$ cat config.mk
export PLATFORM = sky130hd
export DESIGN_NAME = serial_sub_ctrl
export DESIGN_NICKNAME = d
export VERILOG_FILES = /design/src/rtl/serial_sub_ctrl.sv
export SDC_FILE = /design/constraint.sdc
export NUM_CORES = 1
export LEC_CHECK = 0
export BUFFER_PORTS_ARGS = -buffer_cell sky130_fd_sc_hd__buf_4
export CAP_MARGIN = 20
export CORE_ASPECT_RATIO = 1.2
export CORE_UTILIZATION = 23
export CTS_CLUSTER_SIZE = 28
export DETAILED_ROUTE_END_ITERATION = 6
export PLACE_DENSITY = 0.49
export SKIP_LAST_GASP = 1
export SLEW_MARGIN = 10
export SYNTH_ARGS = -nofsm -noshare
export SYNTH_HDL_FRONTEND = slang
export SYNTH_SLANG_ARGS = --single-unit
$ cat constraint.sdc
create_clock -name clk -period 2.9 [get_ports clk]
set_clock_uncertainty 0.2 [all_clocks]
set_input_delay 0.145 -clock clk [delete_from_list [all_inputs] [get_ports clk]]
set_output_delay 0.145 -clock clk [all_outputs]
set_load 0.01 [all_outputs]
$ cat src/rtl/serial_sub_ctrl.sv
// serial_sub_ctrl: bit-serial subtractor. A single 1-bit difference/borrow
// cell is stepped over the operands LSB first. A borrow register carries the
// borrow between bits. Operands come in over a start/ready handshake and the
// result leaves over a valid/ready handshake. Every output is a flop.
module serial_sub_ctrl #(
  parameter int WIDTH = 8
) (
  input  logic             clk,
  input  logic             rst_n,
  input  logic             start,
  input  logic [WIDTH-1:0] a,
  input  logic [WIDTH-1:0] b,
  input  logic             bin,
  output logic             in_ready,
  output logic             busy,
  output logic [WIDTH-1:0] diff,
  output logic             borr,
  output logic             zero,
  output logic             out_valid,
  input  logic             out_ready
);

  // The counter only reaches WIDTH on the final shift edge, so this width
  // cannot wrap inside a transaction.
  localparam int CW = $clog2(WIDTH + 1);
  localparam logic [CW-1:0] LAST_BIT = CW'(WIDTH - 1);

  typedef enum logic [1:0] {
    ST_IDLE  = 2'd0,
    ST_SHIFT = 2'd1,
    ST_DONE  = 2'd2
  } state_t;

  // One subtractor cell: returns {borrow_next, difference_bit}.
  function automatic logic [1:0] sub_cell(input logic a0, input logic b0, input logic br);
    logic d;
    logic br_next;
    d       = a0 ^ b0 ^ br;
    br_next = (~a0 & b0) | (~(a0 ^ b0) & br);
    return {br_next, d};
  endfunction

  state_t           state_q, state_d;
  logic [WIDTH-1:0] a_q, a_d;
  logic [WIDTH-1:0] b_q, b_d;
  logic [WIDTH-1:0] res_q, res_d;
  logic             br_q, br_d;
  logic [CW-1:0]    cnt_q, cnt_d;
  logic [WIDTH-1:0] diff_q, diff_d;
  logic             borr_q, borr_d;
  logic             zero_q, zero_d;
  logic             out_valid_q, out_valid_d;
  logic             in_ready_q, in_ready_d;
  logic             busy_q, busy_d;

  logic [1:0]       cell_s;
  logic [WIDTH-1:0] res_shift_s;

  // State and datapath registers, with asynchronous clear.
  always_ff @(posedge clk or negedge rst_n) begin
    if (!rst_n) begin
      state_q     <= ST_IDLE;
      a_q         <= {WIDTH{1'b0}};
      b_q         <= {WIDTH{1'b0}};
      res_q       <= {WIDTH{1'b0}};
      br_q        <= 1'b0;
      cnt_q       <= {CW{1'b0}};
      diff_q      <= {WIDTH{1'b0}};
      borr_q      <= 1'b0;
      zero_q      <= 1'b0;
      out_valid_q <= 1'b0;
      in_ready_q  <= 1'b1;
      busy_q      <= 1'b0;
    end else begin
      state_q     <= state_d;
      a_q         <= a_d;
      b_q         <= b_d;
      res_q       <= res_d;
      br_q        <= br_d;
      cnt_q       <= cnt_d;
      diff_q      <= diff_d;
      borr_q      <= borr_d;
      zero_q      <= zero_d;
      out_valid_q <= out_valid_d;
      in_ready_q  <= in_ready_d;
      busy_q      <= busy_d;
    end
  end

  // Next-state logic. The handshake flags are computed here for the state
  // being entered, so they can be registered along with the state.
  always_comb begin
    state_d     = state_q;
    a_d         = a_q;
    b_d         = b_q;
    res_d       = res_q;
    br_d        = br_q;
    cnt_d       = cnt_q;
    diff_d      = diff_q;
    borr_d      = borr_q;
    zero_d      = zero_q;
    out_valid_d = out_valid_q;
    in_ready_d  = in_ready_q;
    busy_d      = busy_q;

    cell_s      = sub_cell(a_q[0], b_q[0], br_q);
    res_shift_s = {cell_s[0], res_q[WIDTH-1:1]};

    case (state_q)
      ST_IDLE: begin
        if (start) begin
          // The borrow register takes only bin, so no borrow is left over
          // from a previous transaction.
          a_d        = a;
          b_d        = b;
          br_d       = bin;
          res_d      = {WIDTH{1'b0}};
          cnt_d      = {CW{1'b0}};
          state_d    = ST_SHIFT;
          in_ready_d = 1'b0;
          busy_d     = 1'b1;
        end else begin
          state_d    = ST_IDLE;
        end
      end
      ST_SHIFT: begin
        a_d   = {1'b0, a_q[WIDTH-1:1]};
        b_d   = {1'b0, b_q[WIDTH-1:1]};
        br_d  = cell_s[1];
        res_d = res_shift_s;
        cnt_d = cnt_q + {{(CW-1){1'b0}}, 1'b1};
        if (cnt_q == LAST_BIT) begin
          state_d     = ST_DONE;
          diff_d      = res_shift_s;
          borr_d      = cell_s[1];
          zero_d      = (res_shift_s == {WIDTH{1'b0}});
          out_valid_d = 1'b1;
          busy_d      = 1'b0;
        end else begin
          state_d     = ST_SHIFT;
        end
      end
      ST_DONE: begin
        if (out_ready) begin
          state_d     = ST_IDLE;
          out_valid_d = 1'b0;
          in_ready_d  = 1'b1;
        end else begin
          state_d     = ST_DONE;
        end
      end
      default: begin
        state_d     = ST_IDLE;
        out_valid_d = 1'b0;
        in_ready_d  = 1'b1;
        busy_d      = 1'b0;
      end
    endcase
  end

  assign in_ready  = in_ready_q;
  assign busy      = busy_q;
  assign diff      = diff_q;
  assign borr      = borr_q;
  assign zero      = zero_q;
  assign out_valid = out_valid_q;

endmodule

# After elaboration in Yosys (flattened, before gate mapping)
# Index checks and enable logic that the tools add are counted.
# totals
regBits	44
latch_bits	0
ram_bits	0
mem_bits_ro	0
input_bits	21
output_inout_bits	13
wordCells	60
n_memories	0
# classes
n_addsub	1
mul	0
n_div	0
magnitude_cmp	0
eq_ne	6
shifts	0
muxes	23
bitwise	10
reduce_logical	8
# op_table
operator	count
$pmux W8 S2	3
$mux W8	3
$pmux W1 S3	3
$reduce_and A3 Y1	3
$logic_not A8 Y1	1
$mux W1	8
$pmux W4 S2	1
$ne A2 B2 Y1 const B	3
$pmux W2 S3	1
$not A1 Y1	5
$add A4 B1 Y4 const B	1
$eq A4 B3 Y1 const B	1
$mux W2	2
$mux W4	1
$reduce_and A2 Y1	2
$and A1 B1 Y1	2
$eq A2 B1 Y1 const B	1
$eq A2 B2 Y1 const B	1
$logic_not A2 Y1	1
$pmux W1 S2	1
$reduce_bool A2 Y1	1
$xor A1 B1 Y1	2
$or A1 B1 Y1	1

# Depth between registers and ports, before layout
# logic_depth
word_depth	5
mapped_depth	6
depth_no_buf	5

# Worst setup path before layout
# OpenSTA, ideal clock, no wires.
# synth_path
path_type	flip-flop to flip-flop
startpoint	register cnt_q[0]
endpoint	register diff_q[0] (netlist: diff[0])
setup_time_ns	0.125
arrival_time_ns	1.357
t_required_ns	2.575
setup_slack_ns	1.218
path_stages_with_launch	5
n_path_buf	0
period_less_slack_ns	1.682
path_cell_list	dfrtp_1 ha_1 nand3b_1 nor2_4 mux2_2
# synth_via
elab_chain_len	2
# synth_lines
item	line_no	source
start: declaration	48	logic [CW-1:0] cnt_q, cnt_d;
start signal: assignment	67	cnt_q <= {CW{1'b0}};
start signal: assignment	80	cnt_q <= cnt_d;
$eq A4 B3 Y1	132	if (cnt_q == LAST_BIT) begin
$reduce_and A2 Y1 (no line)	-	
end signal: assignment	68	diff_q <= {WIDTH{1'b0}};
end signal: assignment	81	diff_q <= diff_d;
end: declaration	49	logic [WIDTH-1:0] diff_q, diff_d;
# Every way passes these cells.
# A chain may end at the register's enable or synchronous reset.

# Worst setup path after layout
# layout_path
startpoint	register cnt_q[0]
endpoint	register diff_q[4] (netlist: diff[4])
# The elaborated chain is that of the path after synthesis.

==> flow_metrics.tcl <==
set metrics [dict create \
    grt_setup_unrepaired "no" \
    final_antenna_net_count 0 \
    finalSetupTns_ns 0 \
    max-vdd-ir-drop_v 0.0002950 \
    yosys_warnings 0 \
    die_y_um 100.8 \
    cts_max_level 2 \
    clkTransAtPathRegs_ns 0.09 \
    drt_iter0_drc 63 \
    synthCells 173 \
    crit_type "flop to flop" \
    fin_nets 249 \
    drive_above_1_share_pct 26.87 \
    critPathMaxFanout 10 \
    syn_nets 196 \
    track_usage_pct 10.57 \
    power_density_nw_per_um2 1029 \
    min_period_ns 1.884 \
    start_kind "flop" \
    r2r-start "cnt_q[0]" \
    die_w_um 84.30 \
    synth_top_area_cell "dfrtp_1" \
    post-route-period-util_pct 64.96 \
    synthTopCellsByCount "dfrtp_1, nor2_1, nand2_1" \
    violations "DRC" \
    tritoncts "built" \
    clock_tree.root_cell "clkbuf_8" \
    synth-seq-cells 43 \
    gp_congestion 0.6670 \
    clockBufferDepth 2 \
    maxCapViolCount 0 \
    maxSlewViolCount 0 \
    hold_class "primary input to flop" \
    p_total_w 0.002612 \
    wirelength_um 4119 \
    dp_hpwl_um 2650 \
    cp-end-kind "flop" \
    synth_edf_count 0 \
    crit_path_start "cnt_q[0]" \
    hold_viol 0 \
    synth-seq-area-share_pct 57.63 \
    syn_area_um2 1869 \
    io_pins 34 \
    coreArea_um2 7795 \
    cts_buffers 5 \
    setup_viol 0 \
    synthFlopType "dfrtp_1" \
    insertion_delay_ns 0.29 \
    antenna_found_initial 0 \
    grt_pass1_vias 1414 \
    portBuffers 33 \
    fillers 806 \
    avgSynthCellArea_um2 10.81 \
    worst_pin_slew_ns 0.6759 \
    syn_to_final_growth_pct 35.74 \
    ys_types 33 \
    status "finished with violations" \
    cp.required_ns 2.89 \
    clkSinkCount 43 \
    arrival_ns 1.87 \
    dieArea_um2 8493 \
    antenna_cells 0 \
    viasPerCell 4.382 \
    async_flop_share_pct 100.0 \
    cts-resized-gates 0 \
    max_freq_mhz 530.8 \
    drc 2 \
    synth_top_area_share_pct 56.22 \
    vias 1398 \
    synthTopCellsByArea "dfrtp_1, nor2_1, nand2_1" \
    initial_core_util_pct 23.98 \
    first_pass_iters 6 \
    synth.most_common_cell "dfrtp_1" \
    overflow 0 \
    grt_pass1_wl_um 6989 \
    wl_per_cell_um 12.91 \
    grt_max_degree 44 \
    leakage_nw 1.177 \
    max_slew_margin_pct 54.84 \
    hp-start "start" \
    placementRows 35 \
]
cell families (layout without fill, tap and decap cells):
family / after synthesis / after routing / synth area share, %
buffers and inverters: 12 / 66 / 4.350
flip-flops: 43 / 43 / 57.63
adder cells (fa/ha/maj): 2 / 2 / 1.740
XOR/XNOR: 1 / 1 / 0.4686
multiplexers: 9 / 9 / 5.355
AND/OR/NAND/NOR: 79 / 79 / 19.08
AO/OA/AOI/OAI: 27 / 27 / 11.38
through the flow:
stage / util, % / hold WS, ns / std cells / instance area (um^2) / setup slack [ns]
finish: 32.55 / 0.1266 / 319 / 2537 / 1.016
floorplan: - / -0.3506 / 173 / 1869 / 1.218
global placement: 27.88 / -0.01568 / 290 / 2173 / 0.9105
CTS: 32.20 / 0.1340 / 318 / 2510 / 0.8806
global route: 32.55 / 0.1470 / 319 / 2537 / 0.8685
detailed placement: 27.88 / -0.01416 / 290 / 2173 / 0.8975
sequential cells by signal (all words and copies together) (netlist names):
signal,flops
cnt_q,4
borr,1
diff,8
in_ready,1
br_q,1
a_q,8
b_q,8
res_q,7
state_q,2
zero,1
out_valid,1
busy,1
placed cells by master (no fill, tap or decap), types with 2 or more instances in the layout:
cell           Yosys  layout
o21ai_0            4       4
bufinv_16          0       2
o22ai_2            6       6
nand2b_1           3       3
buf_4              0      35
nor4_1             2       2
o22ai_1            8       8
a21o_1             2       2
o31ai_1            2       2
nand2_1           25      25
clkbuf_8           0       5
dlygate4sd3_1      0      20
nand3b_1           2       2
nor3b_1            2       2
nand3_1           11      11
inv_1              2       2
nor2_1            29      29
mux2_2             8       8
dfrtp_1           42      42
power breakdown:
group	leakage, nW	internal (W)	total (W)	switching [W]
logic	0.588	0.000495	0.000990	0.000495
registers	0.525	0.000874	0.00106	0.000186
clock network	0.0644	0.000344	0.000561	0.000218
worst paths after layout:
path                       endpoint  slack [ns]  cells past startpoint
setup reg to reg            diff[4]        1.02                      4
hold / removal               a_q[7]        0.13                      4
max in group asynchronous    a_q[0]        1.94                      2
setup / recovery            diff[4]        1.02                      4
hold reg to reg            cnt_q[3]        0.28                      1
min in group asynchronous   diff[3]        0.18                      2
metal layers:
metal	vias to the layer above	track usage, %	part of all wire, %
li1	696	-	-
met1	671	13.45	46
met2	27	17.65	50
met3	4	2.785	3.5
met4	0	3.183	0.85
met5	-	0	0
area by class of cell:
type	count	area, um^2	area share, %
Sequential cell	43	1077	42.46
Clock inverter	3	67.56	2.663
Timing Repair Buffer	56	490.5	19.33
Tap cell	92	115.1	4.536
Clock buffer	5	68.82	2.712
Inverter	2	7.507	0.2959
Multi-Input combinational cell	118	710.7	28.01
worst max-delay path: stages (launching register included):
cell,delay [ns]
dfrtp_1,0.39
ha_1,0.19
nand3b_1,0.24
nor2_4,0.37
mux2_2,0.38
what timing repair did:
item,CTS,global route
endpoints found under the hold margin,62,0
setup buffers,0,0
hold buffers,20,0
No activity file was read; power rests on OpenSTA's default activity.
